**src/rtl/ctrl_pkg.sv**
```systemverilog
// Shared opcodes, ALU selects, FSM states and decoded-control bundle
// for the multi-cycle CPU control unit.
package ctrl_pkg;

    localparam logic [7:0] OP_LOADI = 8'h00;
    localparam logic [7:0] OP_MOV   = 8'h01;
    localparam logic [7:0] OP_ADD   = 8'h02;
    localparam logic [7:0] OP_SUB   = 8'h03;
    localparam logic [7:0] OP_AND   = 8'h04;
    localparam logic [7:0] OP_OR    = 8'h05;
    localparam logic [7:0] OP_J     = 8'h06;
    localparam logic [7:0] OP_BEQ   = 8'h07;
    localparam logic [7:0] OP_LWD   = 8'h08;
    localparam logic [7:0] OP_LWI   = 8'h09;
    localparam logic [7:0] OP_SWD   = 8'h0A;
    localparam logic [7:0] OP_SWI   = 8'h0B;
    localparam logic [7:0] OP_BNE   = 8'h0C;

    localparam logic [2:0] ALU_FWD = 3'b000;
    localparam logic [2:0] ALU_ADD = 3'b001;
    localparam logic [2:0] ALU_AND = 3'b010;
    localparam logic [2:0] ALU_OR  = 3'b011;

    typedef enum logic [2:0] {
        ST_FETCH     = 3'd0,
        ST_DECODE    = 3'd1,
        ST_EXECUTE   = 3'd2,
        ST_MEM       = 3'd3,
        ST_WRITEBACK = 3'd4
    } state_e;

    typedef struct packed {
        logic [2:0] aluop;
        logic [2:0] rr1;
        logic [2:0] rr2;
        logic [2:0] wr;
        logic [7:0] imm;
        logic       imm_sel;
        logic       neg_sel;
        logic       mem_rd;
        logic       mem_wr;
        logic       mem_to_reg;
        logic       reg_wr;
        logic       br_jump;
        logic       br_eq;
        logic       br_ne;
    } ctrl_t;

    // Word-aligned relative target; wraps modulo 2^32.
    function automatic logic [31:0] branch_target(
        input logic [31:0] pc,
        input logic [7:0]  off
    );
        return pc + 32'd4 + {{22{off[7]}}, off, 2'b00};
    endfunction

endpackage

```
**src/rtl/cpu_instr_decoder.sv**
```systemverilog
// Combinational opcode decoder producing the control bundle.
// bne (opcode 0C) is decoded only when CTRL_BNE_EN is defined.
module cpu_instr_decoder
    import ctrl_pkg::*;
(
    input  logic [7:0] i_op,
    input  logic [2:0] i_rd,
    input  logic [2:0] i_rt,
    input  logic [7:0] i_rs,
    output ctrl_t      o_ctl,
    output logic       o_illegal
);

    always_comb begin
        o_ctl     = '0;
        o_illegal = 1'b0;
        unique case (i_op)
            OP_LOADI: begin
                o_ctl.wr      = i_rd;
                o_ctl.imm     = i_rs;
                o_ctl.imm_sel = 1'b1;
                o_ctl.reg_wr  = 1'b1;
            end
            OP_MOV: begin
                o_ctl.rr2    = i_rs[2:0];
                o_ctl.wr     = i_rd;
                o_ctl.reg_wr = 1'b1;
            end
            OP_ADD, OP_SUB, OP_AND, OP_OR: begin
                o_ctl.aluop   = (i_op == OP_AND) ? ALU_AND :
                                (i_op == OP_OR)  ? ALU_OR  : ALU_ADD;
                o_ctl.neg_sel = (i_op == OP_SUB);
                o_ctl.rr1     = i_rs[2:0];
                o_ctl.rr2     = i_rt;
                o_ctl.wr      = i_rd;
                o_ctl.reg_wr  = 1'b1;
            end
            OP_J: begin
                o_ctl.br_jump = 1'b1;
            end
            OP_BEQ: begin
                o_ctl.aluop   = ALU_ADD;
                o_ctl.neg_sel = 1'b1;
                o_ctl.rr1     = i_rs[2:0];
                o_ctl.rr2     = i_rt;
                o_ctl.br_eq   = 1'b1;
            end
            OP_LWD: begin
                o_ctl.rr2        = i_rs[2:0];
                o_ctl.wr         = i_rd;
                o_ctl.mem_rd     = 1'b1;
                o_ctl.mem_to_reg = 1'b1;
                o_ctl.reg_wr     = 1'b1;
            end
            OP_LWI: begin
                o_ctl.imm        = i_rs;
                o_ctl.imm_sel    = 1'b1;
                o_ctl.wr         = i_rd;
                o_ctl.mem_rd     = 1'b1;
                o_ctl.mem_to_reg = 1'b1;
                o_ctl.reg_wr     = 1'b1;
            end
            // Stores read the data register on port 1, address on port 2.
            OP_SWD: begin
                o_ctl.rr1    = i_rt;
                o_ctl.rr2    = i_rs[2:0];
                o_ctl.mem_wr = 1'b1;
            end
            OP_SWI: begin
                o_ctl.rr1     = i_rt;
                o_ctl.imm     = i_rs;
                o_ctl.imm_sel = 1'b1;
                o_ctl.mem_wr  = 1'b1;
            end
`ifdef CTRL_BNE_EN
            OP_BNE: begin
                o_ctl.aluop   = ALU_ADD;
                o_ctl.neg_sel = 1'b1;
                o_ctl.rr1     = i_rs[2:0];
                o_ctl.rr2     = i_rt;
                o_ctl.br_ne   = 1'b1;
            end
`endif
            default: begin
                o_illegal = 1'b1;
            end
        endcase
    end

endmodule

```
**src/rtl/cpu_control_unit.sv**
```systemverilog
// Multi-cycle FETCH/DECODE/EXECUTE/MEM/WRITEBACK sequencer for the 8-bit CPU.
// Optional bne support is enabled by defining CTRL_BNE_EN.
module cpu_control_unit
    import ctrl_pkg::*;
#(
    parameter logic [31:0] RESET_PC = 32'h0000_0000
) (
    input  logic        CLK,
    input  logic        RESET,
    input  logic [31:0] INSTRUCTION,
    input  logic        I_BUSYWAIT,
    input  logic        D_BUSYWAIT,
    input  logic        ZERO,
    output logic [31:0] PC,
    output logic [2:0]  ALUOP,
    output logic [2:0]  READREG1,
    output logic [2:0]  READREG2,
    output logic [2:0]  WRITEREG,
    output logic [7:0]  IMMEDIATE,
    output logic        IMM_SEL,
    output logic        NEG_SEL,
    output logic        REG_WRITE,
    output logic        MEM_READ,
    output logic        MEM_WRITE,
    output logic        MEM_TO_REG,
    output logic        ILLEGAL
);

    state_e      r_state;
    logic [31:0] r_pc;
    ctrl_t       r_ctl;
    logic [7:0]  r_off;
    logic        r_take;
    logic        r_reg_wr;
    logic        r_mem_rd;
    logic        r_mem_wr;
    logic        r_illegal;

    ctrl_t       w_dec;
    logic        w_dec_illegal;
    logic        w_unused;

    assign w_unused = ^INSTRUCTION[15:11];

    cpu_instr_decoder u_dec (
        .i_op      (INSTRUCTION[31:24]),
        .i_rd      (INSTRUCTION[18:16]),
        .i_rt      (INSTRUCTION[10:8]),
        .i_rs      (INSTRUCTION[7:0]),
        .o_ctl     (w_dec),
        .o_illegal (w_dec_illegal)
    );

    // Decoded controls are loaded on the edge into DECODE and held
    // until the instruction retires, so the ALU path stays stable.
    always_ff @(posedge CLK) begin
        if (RESET) begin
            r_state   <= ST_FETCH;
            r_pc      <= RESET_PC;
            r_ctl     <= '0;
            r_off     <= '0;
            r_take    <= 1'b0;
            r_reg_wr  <= 1'b0;
            r_mem_rd  <= 1'b0;
            r_mem_wr  <= 1'b0;
            r_illegal <= 1'b0;
        end else begin
            unique case (r_state)
                ST_FETCH: begin
                    if (!I_BUSYWAIT) begin
                        r_ctl     <= w_dec;
                        r_off     <= INSTRUCTION[23:16];
                        r_illegal <= r_illegal | w_dec_illegal;
                        r_state   <= ST_DECODE;
                    end
                end
                ST_DECODE: begin
                    r_state <= ST_EXECUTE;
                end
                ST_EXECUTE: begin
                    r_take <= r_ctl.br_jump
                            | (r_ctl.br_eq & ZERO)
                            | (r_ctl.br_ne & ~ZERO);
                    if (r_ctl.mem_rd || r_ctl.mem_wr) begin
                        r_mem_rd <= r_ctl.mem_rd;
                        r_mem_wr <= r_ctl.mem_wr;
                        r_state  <= ST_MEM;
                    end else begin
                        r_reg_wr <= r_ctl.reg_wr;
                        r_state  <= ST_WRITEBACK;
                    end
                end
                ST_MEM: begin
                    if (!D_BUSYWAIT) begin
                        r_mem_rd <= 1'b0;
                        r_mem_wr <= 1'b0;
                        r_reg_wr <= r_ctl.reg_wr;
                        r_state  <= ST_WRITEBACK;
                    end
                end
                ST_WRITEBACK: begin
                    r_pc     <= r_take ? branch_target(r_pc, r_off)
                                       : r_pc + 32'd4;
                    r_ctl    <= '0;
                    r_take   <= 1'b0;
                    r_reg_wr <= 1'b0;
                    r_state  <= ST_FETCH;
                end
                default: begin
                    r_state <= ST_FETCH;
                end
            endcase
        end
    end

    assign PC         = r_pc;
    assign ALUOP      = r_ctl.aluop;
    assign READREG1   = r_ctl.rr1;
    assign READREG2   = r_ctl.rr2;
    assign WRITEREG   = r_ctl.wr;
    assign IMMEDIATE  = r_ctl.imm;
    assign IMM_SEL    = r_ctl.imm_sel;
    assign NEG_SEL    = r_ctl.neg_sel;
    assign MEM_TO_REG = r_ctl.mem_to_reg;
    assign REG_WRITE  = r_reg_wr;
    assign MEM_READ   = r_mem_rd;
    assign MEM_WRITE  = r_mem_wr;
    assign ILLEGAL    = r_illegal;

endmodule

```
**config.mk**
```make
export PLATFORM = sky130hd
export DESIGN_NAME = cpu_control_unit
export DESIGN_NICKNAME = d
export VERILOG_FILES = /design/src/rtl/ctrl_pkg.sv /design/src/rtl/cpu_instr_decoder.sv /design/src/rtl/cpu_control_unit.sv
export SDC_FILE = /design/constraint.sdc
export NUM_CORES = 1
export LEC_CHECK = 0
export BUFFER_PORTS_ARGS = -buffer_cell sky130_fd_sc_hd__buf_4
export CORE_MARGIN = 4
export CORE_UTILIZATION = 28
export DETAILED_ROUTE_END_ITERATION = 10
export GPL_ROUTABILITY_DRIVEN = 0
export PLACE_DENSITY = 0.49
export SLEW_MARGIN = 40
export SYNTH_ARGS = -nofsm -noshare
export SYNTH_HDL_FRONTEND = slang
export SYNTH_SLANG_ARGS = --single-unit
```
**constraint.sdc**
```tcl
create_clock -name CLK -period 4.42 [get_ports CLK]
set_input_delay 0.884 -clock CLK [delete_from_list [all_inputs] [get_ports CLK]]
set_output_delay 0.884 -clock CLK [all_outputs]
set_load 0.005 [all_outputs]
```
==> results of run 1 <==
layout by cell type, fill, tap and decap left out, drive strengths merged, types with 15 or more instances in the layout:
cell type | Yosys | layout
dfxtp | 72 | 72
ha | 37 | 37
nand4 | 21 | 21
nand3 | 26 | 26
a21o | 15 | 15
xor2 | 23 | 23
nor3 | 18 | 18
nor2 | 82 | 82
a21oi | 70 | 70
nand2 | 73 | 73
xnor2 | 28 | 28
o21ai | 42 | 42
buf | 36 | 95
a22oi | 16 | 16
metal layers:
metal	wire length [microns]	global-route usage, %	part of all wire [%]	vias up
li1	-	-	-	2735
met1	8230	21.4	48	2527
met2	7670	24.8	44	141
met3	1010	3.86	5.9	21
met4	352	4.81	2.0	0
met5	0	0	0	-
layout make-up:
cell class	count	share of cell area, %
clock buffer	10	3.44
clock inverter	6	1.39
inverter	12	0.677
multi-input combinational	586	57.1
sequential	72	21.7
tap	265	4.99
timing repair buffer	95	10.7
logic make-up (layout without fill, tap and decap cells):
| family | after synthesis | count (layout) | synth area share, % |
|---|---|---|---|
| multiplexers | 10 | 10 | 1.84 |
| other | 1 | 3 | 0.0673 |
| AND/OR/NAND/NOR | 274 | 274 | 24.6 |
| flip-flops | 72 | 72 | 25.9 |
| AO/OA/AOI/OAI | 210 | 210 | 24.6 |
| buffers and inverters | 69 | 123 | 6.37 |
| XOR/XNOR | 51 | 51 | 8.01 |
| adder cells (fa/ha/maj) | 38 | 38 | 8.66 |
flip-flops by register name, summed over array words and instances (netlist names):
register   flops
r_off          8
IMMEDIATE      8
PC            30
MEM_WRITE      1
READREG2       3
IMM_SEL        1
READREG1       3
WRITEREG       3
r_ctl          5
REG_WRITE      1
r_state        3
ILLEGAL        1
r_take         1
ALUOP          2
NEG_SEL        1
MEM_READ       1
power by group:
part / internal (mW) / total (mW) / switching [mW]
logic: 0.0983 / 0.241 / 0.143
registers: 0.665 / 0.694 / 0.0297
clock network: 0.498 / 0.826 / 0.328
through the flow:
step                      std cells  hold WS, ns  worst slack, ns  cell area, sq um  total power, mW
after global routing           1046        0.474            0.385              6650             1.85
after detailed placement       1030        0.450            0.683              6330            0.952
after floorplan                 727        0.432             1.14              5580            0.864
final                          1046        0.454            0.687              6650             1.76
after CTS                      1046        0.462            0.671              6650             1.78
after global placement         1030        0.446            0.700              6320            0.951
critical path: cells and delay by family (launching register included):
kind | cells | cell delay (ns)
AO/OA/AOI/OAI | 4 | 0.89
XOR/XNOR | 1 | 0.16
adder cells (fa/ha/maj) | 1 | 0.32
buffers and inverters | 1 | 0.16
flip-flops | 1 | 0.52
multiplexers | 1 | 0.35
AND/OR/NAND/NOR | 6 | 1.22
path summary, 6_finish.rpt:
path | endpoint | slack [ns]
worst max-delay path | PC[28]$_SDFFE_PP0P_ | 0.69
worst min register to register | WRITEREG[1]$_SDFFE_PP0P_ | 0.45
worst max register to register | PC[28]$_SDFFE_PP0P_ | 0.69
worst min-delay path | WRITEREG[1]$_SDFFE_PP0P_ | 0.45
==> qor.txt, run 1 <==
H-tree depth - 3
HP Start - WRITEREG[1]$_SDFFE_PP0P_
Cell Rows - 51
Final hold vios - 0
Drt drc - 0
Worst vdd ir - 156 uV
Ys flop type - dfxtp_1
Synth warn - 0
Tcrit/Tclk final - 84.4%
Register area - 1440 sq um
Hold buffers post-CTS - 0
CP max FO - 10
Clk buf depth - 2
Diode count - 0
Total CTS buffers - 9
Largest net degree at the start of global routing - 60
Die width - 149 microns
Critical Path AT - 3.97 ns
CP required - 4.66 ns
Slowest stage cell, crit path - dfxtp_1
Die Y - 149 microns
RR Startpoint - PC[4]$_SDFFE_PP0P_
Crit path cell chain - nand4_1, or2_1, nor2_1, buf_4, and3_2, xor2_1, ha_1, a21oi_1, o21a_1, nor2_1, a211o_1, o21ai_0, mux2_2, or2_1
RSZ-0062 raised after global routing - false
Final setup viols - 0
Antenna violations before repair - 0
Dpl hpwl - 12600 microns
Synth area leader - dfxtp_1
Congestion Overflow GR - 0
Avg Cell Area, Syn - 7.69 sq um
Hold Crit Class - flip-flop to flip-flop
NumNets Final - 851
Starting DRT DRC Count - 341
Most numerous cell in the Yosys netlist - nor2_1
Die Area - 22200 sq um
Ys async rst share - 0%
Final core utilization - 34.1%
Drt pass-1 iters - 5
Max Slew Vio Count - 0
#FFs+latches synth - 72
Skew final - 0.00935 ns
Synthesized instance count - 725
FF-to-FF path depth - 14
Vias per cell - 5.19
Area of the multi-input gates - 3800 sq um
Worst-path clk slew - 0.07 ns
Worst-Skew Late Latency - 0.34 ns
Pleak - 2.78 nW
Status - complete, no violations
Power per standard cell area - 265 nW/um^2
Crit Path Category - flip-flop to flip-flop
MaxCap Viol Count - 0
Post-synth EDFFs - 0
Worst setup SP type - flip-flop
I/O pins - 96
Synth top cells by count - 82 x nor2_1, 73 x nand2_1, 72 x dfxtp_1
Area added between synthesis and finish - 19.3%
Worst Setup End Kind - flip-flop
Core footprint - 19500 sq um
Post-route ant nets - 0
Post-Syn Area - 5570 sq um
Post-synthesis sequential area ratio - 25.9%
Fmax - 0.268 GHz
Min cycle time layout - 3.73 ns
Critical Path Source - PC[4]$_SDFFE_PP0P_
Critical path's largest stage delay - 0.52 ns
Share of cells above drive strength 1 - 16.8%
Clock sinks - 72
Overall routing resource usage - 15.8%
Final wirelength - 17300 microns
Slew headroom - 48.3%
Setup_tns - 0 ns
Clk root buf - clkbuf_16
Post-CTS setup buffers - 0
First-pass GRT wire length - 28000 microns
Initial Util - 28.5%
Post-synth top area share - 25.9%
Top cells by area in the synthesized netlist - dfxtp_1 26%, ha_1 8.3%, a21oi_1 6.3%
Via Count - 5424
Resized cells post-CTS - 0
IO buf count - 87
WHS Path Cells - 2
Fillcell total - 2166
CTS tree - done
Least-Margin Pin Slew - 0.775 ns
Vias in the first global route - 5261
Yosys cell types - 71
WL/cell - 16.5 microns
Note: power is estimated with default switching activity, not from simulation.
==> inputs of run 2 (changes only) <==
--- a/config.mk
+++ b/config.mk
@@ -5,12 +5,13 @@
 export SDC_FILE = /design/constraint.sdc
 export NUM_CORES = 1
 export LEC_CHECK = 0
+export ABC_AREA = 1
 export BUFFER_PORTS_ARGS = -buffer_cell sky130_fd_sc_hd__buf_4
 export CORE_MARGIN = 4
 export CORE_UTILIZATION = 28
 export DETAILED_ROUTE_END_ITERATION = 10
 export GPL_ROUTABILITY_DRIVEN = 0
-export PLACE_DENSITY = 0.49
+export PLACE_DENSITY = 0.48
 export SLEW_MARGIN = 40
 export SYNTH_ARGS = -nofsm -noshare
 export SYNTH_HDL_FRONTEND = slang
==> constraint.sdc (replaced) <==
create_clock -name CLK -period 3.6 [get_ports CLK]
set_input_delay 0.72 -clock CLK [delete_from_list [all_inputs] [get_ports CLK]]
set_output_delay 0.72 -clock CLK [all_outputs]
set_load 0.005 [all_outputs]
==> run 2 against run 1 <==
  * Critical path type unchanged
  * Sequential cell count unchanged
  * Combinational power increased by 62%
  * Clock power increased by 25%
  * Sequential share of layout area decreased by 2.1 points
  * Critical path depth increased by 6
==> qor.txt, run 2 <==
Power per standard cell area - 308 nW/um^2
Area added between synthesis and finish - 19.5%
Final setup viols - 0
Clk buf depth - 2
Least-Margin Pin Slew - 0.715 ns
Final wirelength - 20500 microns
Min cycle time layout - 3.28 ns
Worst Setup End Kind - flip-flop
Top cells by area in the synthesized netlist - dfxtp_1 23%, nand2_1 18%, inv_1 7.7%
Post-synth top area share - 23.4%
Resized cells post-CTS - 0
Synth warn - 0
Cell Rows - 53
Core footprint - 21300 sq um
Setup_tns - 0 ns
Initial Util - 28.9%
Final hold vios - 0
Post-synthesis sequential area ratio - 23.4%
Crit Path Category - flip-flop to flip-flop
WL/cell - 15.2 microns
Drt drc - 0
MaxCap Viol Count - 0
Most frequent cells in the layout - 303 x nand2_1, 126 x inv_1, 103 x buf_4, 79 x nor2_1, 78 x a21oi_1
CTS tree - done
Power, Total - 2.27 mW
Post-CTS setup buffers - 0
Worst-Skew Late Latency - 0.35 ns
Post-route ant nets - 0
Slew headroom - 52.1%
Total CTS buffers - 9
Status - complete, no violations
Fmax - 0.305 GHz
Placed standard-cell area - 7020 sq um
Hold Crit Class - flip-flop to flip-flop
Congestion Overflow GR - 0
#FFs+latches synth - 72
Drt pass-1 iters - 5
Worst-path clk slew - 0.07 ns
Overall routing resource usage - 16.7%
Post-Syn Area - 6150 sq um
Dpl hpwl - 16300 microns
Hold endpoint - NEG_SEL$_SDFFE_PP0P_
CP required - 3.84 ns
Die width - 156 microns
Pleak - 3.66 nW
Vias per cell - 4.68
Critical path's largest stage delay - 0.45 ns
Critical Path AT - 3.53 ns
Slowest stage cell, crit path - dfxtp_1
Tcrit/Tclk final - 91.2%
Max FFs per register - 30
R2R Setup Slk - 0.32 ns
Synth area leader - dfxtp_1
Via Count - 6299
Vias in the first global route - 5953
Cell mode on critical path - nand2_1
Die Y - 156 microns
H-tree depth - 3
Post-synth EDFFs - 0
Worst vdd ir - 225 uV
RR Startpoint - PC[2]$_SDFFE_PP0P_
NumNets Final - 1142
Most numerous cell in the Yosys netlist - nand2_1
RSZ-0062 raised after global routing - false
Diode count - 0
Hold buffers post-CTS - 0
Share of cells above drive strength 1 - 15.3%
Ys flop type - dfxtp_1
Commonest non-fill, non-tap cell in the layout - nand2_1
Antenna violations before repair - 0
Skew final - 0.0136 ns
Synth top cells by count - 303 x nand2_1, 127 x inv_1, 79 x nor2_1
Starting DRT DRC Count - 357
Clock sinks - 72
Largest net degree at the start of global routing - 40
Yosys cell types - 42
Hold Slack - 0.465 ns
Final instance area - 7350 sq um
Reg-to-reg endpoint - PC[27]$_SDFFE_PP0P_
Crit path cell chain - ha_1, nand3_2, nor2_4, nand2_4, nor2_8, nand3_1, nor2_1, nand2_1, nand2_1, inv_1, ha_1, nand2_1, nor2_1, inv_1, nor3_1, o21ai_0, nand4_1, nand3_1, nand2_1, nand2_1
First-pass GRT wire length - 32100 microns
CP max FO - 6
Max Slew Vio Count - 0
Worst setup SP type - flip-flop
Clk root buf - clkbuf_16
IO buf count - 87
WHS Path Cells - 2
Avg Cell Area, Syn - 6.19 sq um
Die Area - 24400 sq um
Synthesized instance count - 994
Ys async rst share - 0%
Fillcell total - 2332
I/O pins - 96
HP Start - NEG_SEL$_SDFFE_PP0P_
FF-to-FF path depth - 20
run 2: cell types whose count changed in the layout (fill, tap and decap cells not counted), moves of 10 or more:
| cell | previous run | this run |
|---|---|---|
| a211oi_1 | 11 | 0 |
| a21o_1 | 15 | 5 |
| a22oi_1 | 16 | 0 |
| and3_1 | 11 | 1 |
| inv_1 | 11 | 126 |
| nand2_1 | 73 | 303 |
| nand3_1 | 23 | 73 |
| nor2_2 | 0 | 10 |
| xnor2_1 | 28 | 12 |
run 2: critical path, delay by kind of cell, from the launching register on:
family	cells	cell delay, ns
AND/OR/NAND/NOR	15	1.83
adder cells (fa/ha/maj)	2	0.58
flip-flops	1	0.45
AO/OA/AOI/OAI	1	0.17
buffers and inverters	2	0.12
run 2: through the flow:
stage                     setup WS [ns]  instances  utilization [%]
after floorplan                   0.936        996                -
after CTS                         0.282       1347             34.5
after global placement            0.339       1331             33.0
after global routing            0.00120       1347             34.6
after detailed placement          0.317       1331             33.0
final                             0.317       1347             34.6
run 2: logic make-up (layout without fill, tap and decap cells):
logic type	after synthesis	in the layout	synth area share [%]
buf+inv	177	253	12.3
compound gates	149	149	13.9
xor+xnor	35	35	5.10
mux	1	1	0.163
fa+ha+maj	38	38	7.85
flops	72	72	23.4
other cells	1	3	0.0609
simple gates	521	521	37.2
run 2: how the worst max path moves through the flow:
| stage | end | start | cells after the start | slack (ns) |
|---|---|---|---|---|
| finish | PC[27]$_SDFFE_PP0P_ | PC[2]$_SDFFE_PP0P_ | 20 | 0.32 |
| global route | PC[27]$_SDFFE_PP0P_ | PC[2]$_SDFFE_PP0P_ | 20 | 0.001 |
| CTS | PC[27]$_SDFFE_PP0P_ | PC[3]$_SDFFE_PP0P_ | 20 | 0.28 |
| detailed placement | PC[27]$_SDFFE_PP0P_ | PC[3]$_SDFFE_PP0P_ | 20 | 0.32 |
| global placement | PC[27]$_SDFFE_PP0P_ | PC[3]$_SDFFE_PP0P_ | 20 | 0.34 |
| floorplan | PC[30]$_SDFFE_PP0P_ | PC[2]$_SDFFE_PP0P_ | 21 | 0.94 |
run 2: power by group:
part,switching (mW),total (mW),internal [mW]
clock,0.418,1.03,0.617
sequential,0.0249,0.843,0.818
combinational,0.253,0.390,0.137
total,0.696,2.27,1.57
run 2: area by class of cell:
class                      count  area [sq um]  share of cell area (%)
multi-input combinational    747          3970                    53.9
sequential                    72          1440                    19.6
timing repair buffer         103           773                    10.5
inverter                     134           503                    6.84
tap                          275           344                    4.68
clock buffer                   9           225                    3.06
clock inverter                 7           103                    1.40
run 2: layer usage:
layer / share of wire [%] / vias to the layer above / global-route usage [%]
met5: 0 / - / 0
met2: 45 / 125 / 26.9
met4: 1.6 / 0 / 4.21
met3: 3.9 / 19 / 2.71
met1: 49 / 2828 / 23.3
li1: - / 3327 / -
